--- src/rtl/cnn_out_writer.sv ---
// cnn_out_writer: output write-back stage of the CNN accelerator.
//
// The last-layer pixel stream is buffered in a DEPTH-word FIFO and drained
// into the frame SRAM, one word per cycle, whenever the arbiter asserts
// grant. Writes start at a base address latched on start and wrap modulo
// 2^W_WORD. A sticky done flag rises with write number frame_size.
//
// Optional feature: define CNN_OUT_CHECKSUM_EN to build a 32-bit running
// sum of every written word. Without it, checksum is tied to 0.
//
// Ports:
//   HCLK, HRESETn        clock, asynchronous active-low reset
//   start                one-cycle pulse, begins a frame (ignored while busy)
//   base_addr            first SRAM word address (sampled on start)
//   frame_size           words per frame (sampled on start)
//   in_pixel, in_valid   input stream, no backpressure
//   grant                SRAM port available this cycle
//   sram_en, sram_we     registered write strobes (1-cycle pulses)
//   sram_addr, sram_wdata registered write address / data
//   busy                 frame in progress
//   done                 sticky frame complete
//   overflow             sticky, a word was dropped on a full FIFO
//   checksum             running sum of written words (see above)
module cnn_out_writer #(
  parameter int W_DATA       = 32,
  parameter int W_WORD       = 14,
  parameter int W_FRAME_SIZE = 25,
  parameter int DEPTH        = 16
) (
  input  logic                    HCLK,
  input  logic                    HRESETn,
  input  logic                    start,
  input  logic [W_WORD-1:0]       base_addr,
  input  logic [W_FRAME_SIZE-1:0] frame_size,
  input  logic [W_DATA-1:0]       in_pixel,
  input  logic                    in_valid,
  input  logic                    grant,
  output logic                    sram_en,
  output logic                    sram_we,
  output logic [W_WORD-1:0]       sram_addr,
  output logic [W_DATA-1:0]       sram_wdata,
  output logic                    busy,
  output logic                    done,
  output logic                    overflow,
  output logic [31:0]             checksum
);

  localparam int PW = $clog2(DEPTH);
  localparam logic [PW:0]             PTR_ONE = (PW+1)'(1);
  localparam logic [W_FRAME_SIZE-1:0] CNT_ONE = W_FRAME_SIZE'(1);

  typedef enum logic {S_IDLE, S_RUN} state_e;

  state_e                  state_q;
  logic [W_WORD-1:0]       base_q;
  logic [W_FRAME_SIZE-1:0] size_q;
  logic [W_FRAME_SIZE-1:0] in_cnt_q;
  logic [W_FRAME_SIZE-1:0] wr_cnt_q;
  logic [W_FRAME_SIZE-1:0] wr_cnt_d;
  // Pointers carry one extra wrap bit to tell full from empty.
  logic [PW:0]             wr_ptr_q;
  logic [PW:0]             rd_ptr_q;
  logic [W_DATA-1:0]       mem_q [DEPTH];
  logic                    sram_en_q;
  logic [W_WORD-1:0]       sram_addr_q;
  logic [W_DATA-1:0]       sram_wdata_q;
  logic                    done_q;
  logic                    overflow_q;

  logic              fifo_empty;
  logic              fifo_full;
  logic              run;
  logic              pop;
  logic              accept;
  logic              push;
  logic              last_wr;
  logic [W_DATA-1:0] head;

  always_comb begin
    fifo_empty = (wr_ptr_q == rd_ptr_q);
    fifo_full  = (wr_ptr_q[PW] != rd_ptr_q[PW]) &&
                 (wr_ptr_q[PW-1:0] == rd_ptr_q[PW-1:0]);
    run        = (state_q == S_RUN);
    head       = mem_q[rd_ptr_q[PW-1:0]];
    pop        = run && !fifo_empty && grant;
    // Words beyond frame_size are ignored outright; words inside the frame
    // either enter the FIFO or are dropped, but always advance in_cnt.
    accept     = run && in_valid && (in_cnt_q < size_q);
    // A full FIFO still takes a word when the head leaves at the same edge.
    push       = accept && (!fifo_full || pop);
    wr_cnt_d   = wr_cnt_q + CNT_ONE;
    last_wr    = pop && (wr_cnt_d == size_q);
  end

  // FIFO storage: data only, no reset needed.
  always_ff @(posedge HCLK) begin
    if (push) mem_q[wr_ptr_q[PW-1:0]] <= in_pixel;
  end

`ifdef CNN_OUT_CHECKSUM_EN
  logic [31:0] checksum_q;

  always_ff @(posedge HCLK or negedge HRESETn) begin
    if (!HRESETn) begin
      checksum_q <= '0;
    end else if (state_q == S_IDLE && start) begin
      checksum_q <= '0;
    end else if (pop) begin
      checksum_q <= checksum_q + 32'(head);
    end
  end

  assign checksum = checksum_q;
`else
  assign checksum = '0;
`endif

  // Control FSM with registered SRAM interface.
  always_ff @(posedge HCLK or negedge HRESETn) begin
    if (!HRESETn) begin
      state_q      <= S_IDLE;
      base_q       <= '0;
      size_q       <= '0;
      in_cnt_q     <= '0;
      wr_cnt_q     <= '0;
      wr_ptr_q     <= '0;
      rd_ptr_q     <= '0;
      sram_en_q    <= 1'b0;
      sram_addr_q  <= '0;
      sram_wdata_q <= '0;
      done_q       <= 1'b0;
      overflow_q   <= 1'b0;
    end else begin
      sram_en_q <= pop;
      if (pop) begin
        // Address wraps modulo 2^W_WORD by truncation.
        sram_addr_q  <= base_q + W_WORD'(wr_cnt_q);
        sram_wdata_q <= head;
        wr_cnt_q     <= wr_cnt_d;
        rd_ptr_q     <= rd_ptr_q + PTR_ONE;
      end
      if (push)            wr_ptr_q   <= wr_ptr_q + PTR_ONE;
      if (accept)          in_cnt_q   <= in_cnt_q + CNT_ONE;
      if (accept && !push) overflow_q <= 1'b1;

      case (state_q)
        S_IDLE: begin
          if (start) begin
            base_q     <= base_addr;
            size_q     <= frame_size;
            in_cnt_q   <= '0;
            wr_cnt_q   <= '0;
            wr_ptr_q   <= '0;
            rd_ptr_q   <= '0;
            overflow_q <= 1'b0;
            // An empty frame completes immediately.
            if (frame_size != '0) begin
              state_q <= S_RUN;
              done_q  <= 1'b0;
            end else begin
              done_q  <= 1'b1;
            end
          end
        end
        S_RUN: begin
          if (last_wr) begin
            state_q <= S_IDLE;
            done_q  <= 1'b1;
          end
        end
        default: state_q <= S_IDLE;
      endcase
    end
  end

  assign sram_en    = sram_en_q;
  assign sram_we    = sram_en_q;
  assign sram_addr  = sram_addr_q;
  assign sram_wdata = sram_wdata_q;
  assign busy       = (state_q == S_RUN);
  assign done       = done_q;
  assign overflow   = overflow_q;

endmodule

--- config.mk ---
export PLATFORM = sky130hd
export DESIGN_NAME = cnn_out_writer
export DESIGN_NICKNAME = d
export VERILOG_FILES = /design/src/rtl/cnn_out_writer.sv
export SDC_FILE = /design/constraint.sdc
export NUM_CORES = 1
export LEC_CHECK = 0
export BUFFER_PORTS_ARGS = -buffer_cell sky130_fd_sc_hd__buf_4
export CAP_MARGIN = 20
export CORE_AREA = 3 3 237 193
export CTS_CLUSTER_SIZE = 30
export DETAILED_ROUTE_END_ITERATION = 16
export DIE_AREA = 0 0 240 196
export PLACE_DENSITY = 0.89
export SLEW_MARGIN = 20
export SYNTH_ARGS = -nofsm -noshare
export SYNTH_HDL_FRONTEND = slang
export SYNTH_SLANG_ARGS = --single-unit
--- constraint.sdc ---
create_clock -name HCLK -period 13.2 [get_ports HCLK]
set_clock_uncertainty 0.15 [all_clocks]
set_input_delay 1.98 -clock HCLK [delete_from_list [all_inputs] [get_ports HCLK]]
set_output_delay 1.98 -clock HCLK [all_outputs]
set_load 0.005 [all_outputs]
# ---- Word level (Yosys, flattened, before mapping)
# Memories as Yosys holds them, arrays and structs flattened. A register that Yosys moved wholly into a read port is not among the register bits.
# Index checks and enable logic that the tools add are counted.
dict set report totals {
  output_inout_bits 83
  mem_bits_rw 512
  ff_bits 117
  word_cells 66
  memories 1
}
dict set report op_classes {
  bitwise_logic 1
  mux 25
  n_reduce_logical 16
  n_addsub 5
  magnitude_cmp 1
  eq_ne 6
}
# name words width read_ports rd_clocked_by_memory_dff wr line
set mem_list {}
lappend mem_list {mem_q 16 32 1 1 1 63} ;# logic [W_DATA-1:0] mem_q [DEPTH];
# op n
set ops {}
lappend ops {{$mux 25} 6}
lappend ops {{$add 25x1->25 const B} 2}
lappend ops {{$mux 5} 6}
lappend ops {{$eq 25x25->1} 1}
lappend ops {{$lt 25x25->1} 1}
lappend ops {{$reduce_bool 25->1} 1}
lappend ops {{$add 14x14->14} 1}
lappend ops {{$mux 1} 11}
lappend ops {{$add 5x1->5 const B} 2}
lappend ops {{$logic_and 1x1->1} 8}
lappend ops {{$eq 5x5->1} 1}
lappend ops {{$eq 4x4->1} 1}
lappend ops {{$logic_not 1->1} 4}
lappend ops {{$pmux 1 s2} 2}
lappend ops {{$reduce_and 2->1} 2}
lappend ops {{$ne 2x1->1 const B} 1}
lappend ops {{$ne 2x2->1 const B} 1}
lappend ops {{$logic_or 1x1->1} 1}
lappend ops {{$ne 1x1->1} 1}
lappend ops {{$not 1->1} 1}

# ---- Depth between registers and ports, before layout
# Gate-level depths: netlist of the first run.
dict set report logic_depth {
  depth_word 11
  depth_mapped 11
  depth_no_buf 11
}

# ---- Least setup slack after synthesis of the first run
# Ideal clock, no wire load.
dict set report synth_path {
  path_type {input to register}
  startpoint {in in_valid}
  endpoint {mem mem_q[3][0] (enable)}
  arrival_time_ns 4.989
  required_ns 12.589
  slack_ns 7.600
  n_path_buf 0
  stages 4
  path_cell_list {nand4b_1 > nor3_2 > nand2_1 > nor3_1}
}
dict set report synth_via {
  elab_chain_len 5
}
# element line
set synth_lines {}
lappend synth_lines {{from (decl)} 36} ;# input logic in_valid,
lappend synth_lines {{$logic_and 1x1->1 (2 in a row)} 88} ;# accept = run && in_valid && (in_cnt_q < size_q);
lappend synth_lines {{$logic_and 1x1->1} 90} ;# push = accept && (!fifo_full || pop);
lappend synth_lines {{$mux 1} 97} ;# if (push) mem_q[wr_ptr_q[PW-1:0]] <= in_pixel;
lappend synth_lines {{$mux 1 (not written as such)} 97}
lappend synth_lines {{to (decl)} 63}
# No other way between the ends.

# ---- Final worst setup path of the first run
dict set report layout_path {
  startpoint {reg size_q[6]}
  endpoint {mem mem_q[10][1] (enable)}
}
dict set report layout_via {
  elab_chain_len 5
}
# element line
set layout_lines {}
lappend layout_lines {{from (decl)} 56} ;# logic [W_FRAME_SIZE-1:0] size_q;
lappend layout_lines {{from (signal assigned)} 150} ;# size_q <= frame_size;
lappend layout_lines {{$lt 25x25->1} 88}
lappend layout_lines {{$logic_and 1x1->1} 88}
lappend layout_lines {{$logic_and 1x1->1} 90}
lappend layout_lines {{$mux 1} 97}
lappend layout_lines {{$mux 1 (not written as such)} 97}
# No other way between the ends.

==> results of run 1 <==
==> critical path, delay by kind of cell, from the launching register on <==
kind,cells,cell delay (ns)
flip-flops,1,0.39
AO/OA/AOI/OAI,4,0.73
buffers and inverters,2,0.41
AND/OR/NAND/NOR,2,1.83
adder cells (fa/ha/maj),1,0.27
==> worst paths after layout <==
kind	startpoint	cells after the start	end
min reg2reg	sram_wdata[0]	2	sram_wdata[0]
max reg2reg	size_q[6]	9	mem_q[10][1]
max in group asynchronous	HRESETn	2	rd_ptr_q[3]
min	sram_wdata[0]	2	sram_wdata[0]
max	size_q[6]	9	mem_q[10][1]
min in group asynchronous	HRESETn	1	base_q[11]
==> metal layers <==
metal,part of all wire [%],track usage [%],wire length (µm),up-vias
met5,0,0,0,-
met4,2.7,8.97,1790,0
met3,11,6.90,7010,149
met2,48,44.8,31700,1120
met1,38,39.5,25300,8519
li1,-,-,-,7467
==> cell usage after synthesis, types with 3 or more instances <==
library cell / n
nor2_1: 132
xor2_1: 37
nand4_1: 13
or4_1: 4
buf_4: 35
a211oi_1: 5
a21oi_1: 28
nand2b_1: 8
o21ai_0: 109
and2_1: 6
mux4_2: 64
clkbuf_1: 66
o21bai_1: 5
nor3_1: 18
nand3_1: 31
ha_1: 44
o21ai_1: 14
a21o_1: 4
dfrtp_1: 149
o211ai_1: 4
mux2i_1: 137
nor2b_1: 9
o221ai_1: 64
or3_1: 7
buf_1: 21
a31oi_1: 3
xnor2_1: 50
buf_2: 7
and3_1: 23
edfxtp_1: 512
and4_1: 5
nor4_1: 10
o2111ai_1: 3
nand2_1: 239
inv_1: 41
==> metrics by stage <==
stage	utilization (%)	worst slack (ns)	cell area, µm²
floorplan	-	7.60	28200
finish	72.7	9.01	31400
detailed placement	68.1	8.51	29400
global placement	68.1	8.67	29400
global route	72.7	8.79	31400
CTS	72.6	8.92	31400
==> area by class of cell <==
cell class / instances / area [µm²]
Sequential cell: 661 / 19100
Clock buffer: 89 / 1670
Clock inverter: 21 / 307
Fill cell: 2403 / 11800
Inverter: 41 / 154
Timing Repair Buffer: 140 / 1070
Multi-Input combinational cell: 1150 / 8400
Tap cell: 560 / 701
==> power breakdown <==
| group | internal (mW) | total, mW | switching [mW] | leakage, nW |
|---|---|---|---|---|
| clock | 0.978 | 1.75 | 0.776 | 0.946 |
| combinational | 0.722 | 1.77 | 1.05 | 4.28 |
| sequential | 2.53 | 2.75 | 0.220 | 6.51 |
==> layout by cell type (no fill, tap or decap), types with 31 or more instances in the layout <==
cell type,instances
o21ai_0,109
conb_1,32
edfxtp_1,512
o221ai_1,64
dfrtp_1,145
inv_1,41
nand3_1,31
ha_1,44
nand2_1,238
mux2i_1,137
xor2_1,37
mux4_2,64
buf_4,138
nor2_1,132
xnor2_1,50
clkbuf_16,58
==> cell families after synthesis <==
logic type | after synthesis | synth area share (%)
flops | 661 | 67.9
fa+ha+maj | 46 | 2.06
simple gates | 523 | 8.45
compound gates | 261 | 6.06
buf+inv | 170 | 2.77
xor+xnor | 87 | 2.71
other cells | 1 | 0.0133
mux | 201 | 10.0
==> registers in the layout (all words and copies together) (netlist names), 5 cells and up <==
name	count
base_q	14
in_cnt_q	25
mem_q	512
rd_ptr_q	5
size_q	25
sram_addr	14
sram_wdata	32
wr_cnt_q	25
wr_ptr_q	5
==> results.tsv, run 1 <==
metric	value	unit
share of the synthesized area in the top cell type	54.7	%
TritonCTS clock tree	yes	
Tmin final	4.19	ns
DRT Pass-1 Iters	5	
vias per inst	6.48	
post-synthesis async set-or-reset flop share	22.5	%
Die Wd	240	µm
RePlAce Congestion	0.877	
TritonCTS Buffers	58	
Min Hold Slack	0.333	ns
Main synth FF type	edfxtp_1	
r2r setup slk	9.01	ns
Syn. warnings	0	
Pwr Density	200	nW/µm²
RSZ-0062 raised after global routing	false	
row cnt	68	
fraction of layout cells with a size suffix above 1	15.6	%
Yosys cell types	67	
total track usage	28.3	%
Critical Path AT	4.29	ns
ranking of synthesized cells by area	edfxtp_1 (55%), dfrtp_1 (13%), mux4_2 (5.1%)	
CTS resizes	0	
final hold vios	0	
GRT Residual Overflow	0	
# DRC	0	
IO buf count	126	
post-synth top area cell	edfxtp_1	
Non-Filler Instances	2662	
max incr delay on CP	1.07	ns
Crit Path Class	reg -> reg	
Crit path top cell by count	o21a_1	
Antenna Nets Post-Route	0	
Hold Crit Class	reg -> reg	
Slew HR	26.3	%
Die Area	47000	µm²
final setup fails	0	
Tightest Pin Transition	1.11	ns
crit path max-delay cell type	and3_2	
period utilization	31.7	%
CP Data Required Time	13.30	ns
Post-CTS Hold Buffers	0	
post-layout net count	2173	
clock network latency to the later pin of the worst-skew pair	0.65	ns
Total Wirelength	65800	µm
# IOs	159	
DRT iter0 DRCs	2123	
H-tree depth	2	
CTS Root Cell	clkbuf_16	
clock sink count	661	
estimated wirelength of the detail-placed design	37600	µm
clock tree buffer depth	3	
crit-path cells	inv_1 > ha_1 > o21a_1 > o21a_1 > o2111ai_1 > o311ai_1 > buf_4 > nor3_2 > and3_2	
area of the mapped netlist	28100	µm²
Core ar.	43200	µm²
area grow syn2layout	11.7	%
LEAKAGE	11.7	nW
MaxCap Viol Count	0	
number of global-route vias before repair	17600	
dpl cells	2551	
Max FO, Critical Path	32	
postcts setup bufs	0	
Antenna diodes	0	
Post-synth EDFFs	512	
Initial Utilization	65.1	%
syn_area_per_cell	14.4	µm²
pins over their slew limit	0	
via count	17300	
DIE HEIGHT	196	µm
Reg clk slew, reported paths	0.07	ns
Routed WL per cell	24.7	µm
CP startpoint kind	register	
TNS Setup	0	ns
register bit total from synthesis	661	
outcome	completed	
CP endpoint kind	register	
first-pass GRT wire length	102000	µm
fmax	239	MHz
post-synthesis sequential area ratio	67.9	%
Pwr Total	6.27	mW
synthesized instance count	1950	
worst vdd ir	0.000184	V
largest net degree at the start of global routing	111	
antenna violations before repair	0	
Power figures use the tool's default switching activity.
==> inputs of run 2 (changes only) <==
--- a/config.mk
+++ b/config.mk
@@ -7,11 +7,11 @@
 export LEC_CHECK = 0
 export BUFFER_PORTS_ARGS = -buffer_cell sky130_fd_sc_hd__buf_4
 export CAP_MARGIN = 20
-export CORE_AREA = 3 3 237 193
+export CORE_AREA = 3 3 245 199
 export CTS_CLUSTER_SIZE = 30
 export DETAILED_ROUTE_END_ITERATION = 16
-export DIE_AREA = 0 0 240 196
-export PLACE_DENSITY = 0.89
+export DIE_AREA = 0 0 248 202
+export PLACE_DENSITY = 0.85
 export SLEW_MARGIN = 20
 export SYNTH_ARGS = -nofsm -noshare
 export SYNTH_HDL_FRONTEND = slang
==> constraint.sdc (replaced) <==
create_clock -name HCLK -period 4.3 [get_ports HCLK]
set_clock_uncertainty 0.15 [all_clocks]
set_input_delay 0.645 -clock HCLK [delete_from_list [all_inputs] [get_ports HCLK]]
set_output_delay 0.645 -clock HCLK [all_outputs]
set_load 0.005 [all_outputs]
==> run 2 against run 1 <==
Net effect:
- the flow now finishes with violations (negative hold slack)
- sequential cell count unchanged
- die area up 6.5%
- via count about the same
- power rose to 3.1 times the previous value
- worst setup slack worse by 8.0 ns
- clock power rose to 2.9 times the previous value
- worst hold slack worse by 0.36 ns
- critical path depth up 2
- critical path type unchanged
==> results.tsv, run 2 (same netlist as run 1, synthesis figures left out) <==
metric	value	unit
final design utilization	68.1	%
Core ar.	46600	µm²
commonest non-fill, non-tap cell in the layout	edfxtp_1	
pins over their slew limit	0	
Area after DPL	29900	µm²
Die Wd	248	µm
final hold vios	16	
RSZ-0062 raised after global routing	false	
# DRC	0	
failing checks	negative hold slack	
clock tree buffer depth	3	
Routed WL per cell	24.8	µm
LEAKAGE	11.8	nW
estimated wirelength of the detail-placed design	42900	µm
Die Area	50100	µm²
Post-CTS Hold Buffers	0	
CP endpoint kind	register	
Tmin final	3.27	ns
Slew HR	25.9	%
CTS Root Cell	clkbuf_16	
post-route setup slack	1.03	ns
total track usage	27.6	%
Reg clk slew, reported paths	0.06	ns
Clock Power Share	26.6	%
antenna violations before repair	2	
clock network latency to the later pin of the worst-skew pair	0.62	ns
Net Sw Frac	32.9	%
Crit Path Class	reg -> reg	
row cnt	71	
first-pass GRT wire length	103000	µm
vias per inst	6.29	
Initial Utilization	60.3	%
post-layout net count	2193	
Min Hold Slack	-0.0219	ns
dpl cells	2631	
Hold Crit Class	in -> async	
R2R Path End	mem_q[10][27]	
Pwr Total	19.2	mW
area grow syn2layout	12.9	%
commonest cells after routing, fill and taps aside	edfxtp_1 (512), nand2_1 (238), dfrtp_1 (145), buf_4 (139), mux2i_1 (137)	
GRT Residual Overflow	0	
Largest register FFs	512	
H-tree depth	2	
number of global-route vias before repair	17400	
IO buf count	126	
internal power	12.9	mW
outcome	finished with violations	
Pwr Density	604	nW/µm²
post-route design area	31700	µm²
MaxCap Viol Count	0	
r2r setup slk	1.03	ns
via count	17200	
DRT iter0 DRCs	2049	
Non-Filler Instances	2741	
largest net degree at the start of global routing	125	
CTS resizes	0	
final setup fails	0	
DRT Pass-1 Iters	5	
CP startpoint kind	register	
TritonCTS clock tree	yes	
worst vdd ir	0.000580	V
DP Worst Slack	1.08	ns
Tightest Pin Transition	1.11	ns
postcts setup bufs	0	
fmax	306	MHz
Logic pwr share	30.2	%
# IOs	159	
Fill cells	2973	
period utilization	76.0	%
TNS Setup	0	ns
reg2reg path depth	11	
Max FO, Critical Path	21	
RePlAce Congestion	0.912	
fraction of layout cells with a size suffix above 1	16.2	%
Seq pwr share	43.2	%
clock sink count	661	
CP Data Required Time	4.46	ns
Total Wirelength	67900	µm
Critical Path AT	3.43	ns
Switch Pwr	6.31	mW
DIE HEIGHT	202	µm
Antenna Nets Post-Route	0	
worst r2r src	size_q[6]	
TritonCTS Buffers	59	
-- run 2: layout make-up --
| class | instances | area, µm² | share of cell area [%] |
|---|---|---|---|
| diodes | 1 | 2.50 | 0.00788 |
| clock buffers | 85 | 1660 | 5.24 |
| clock inverters | 24 | 194 | 0.611 |
| inverters | 41 | 154 | 0.485 |
| multi-input cells | 1150 | 8410 | 26.5 |
| flip-flops and latches | 661 | 19100 | 60.2 |
| well taps | 620 | 776 | 2.44 |
| repair buffers | 159 | 1440 | 4.53 |
-- run 2: worst max path at each step --
stage,startpoint,endpoint,slack [ns]
floorplan,size_q[6],mem_q[3][0],0.53
global placement,size_q[15],mem_q[14][4],1.10
detailed placement,size_q[6],mem_q[10][1],1.08
CTS,size_q[6],mem_q[14][29],1.06
global route,size_q[15],mem_q[13][2],0.81
finish,size_q[6],mem_q[10][27],1.03
-- run 2: power by group through the flow --
stage          Sequential, mW  Combinational [mW]  Clock (mW)
2_1_floorplan            8.18                3.75           0
3_3_place_gp             8.34                5.48           0
3_5_place_dp             8.40                5.68           0
4_1_cts                  8.29                5.78        5.16
5_1_grt                  8.37                6.22        5.39
6_report                 8.30                5.79        5.10
-- run 2: per-layer routing --
metal | GRT usage, % | share of wire (%)
met1 | 39.9 | 40
met5 | 0 | 0.019
met2 | 42.4 | 47
met4 | 9.50 | 3.3
met3 | 5.41 | 10
-- run 2: worst max-delay path: stages (launching register included) --
cell,delay (ns)
dfrtp_1,0.39
inv_1,0.13
ha_1,0.24
o21a_1,0.18
o21a_1,0.17
o2111ai_1,0.22
o311ai_1,0.13
buf_4,0.19
nor3_2,0.16
buf_4,0.26
and3_2,0.46
buf_12,0.25
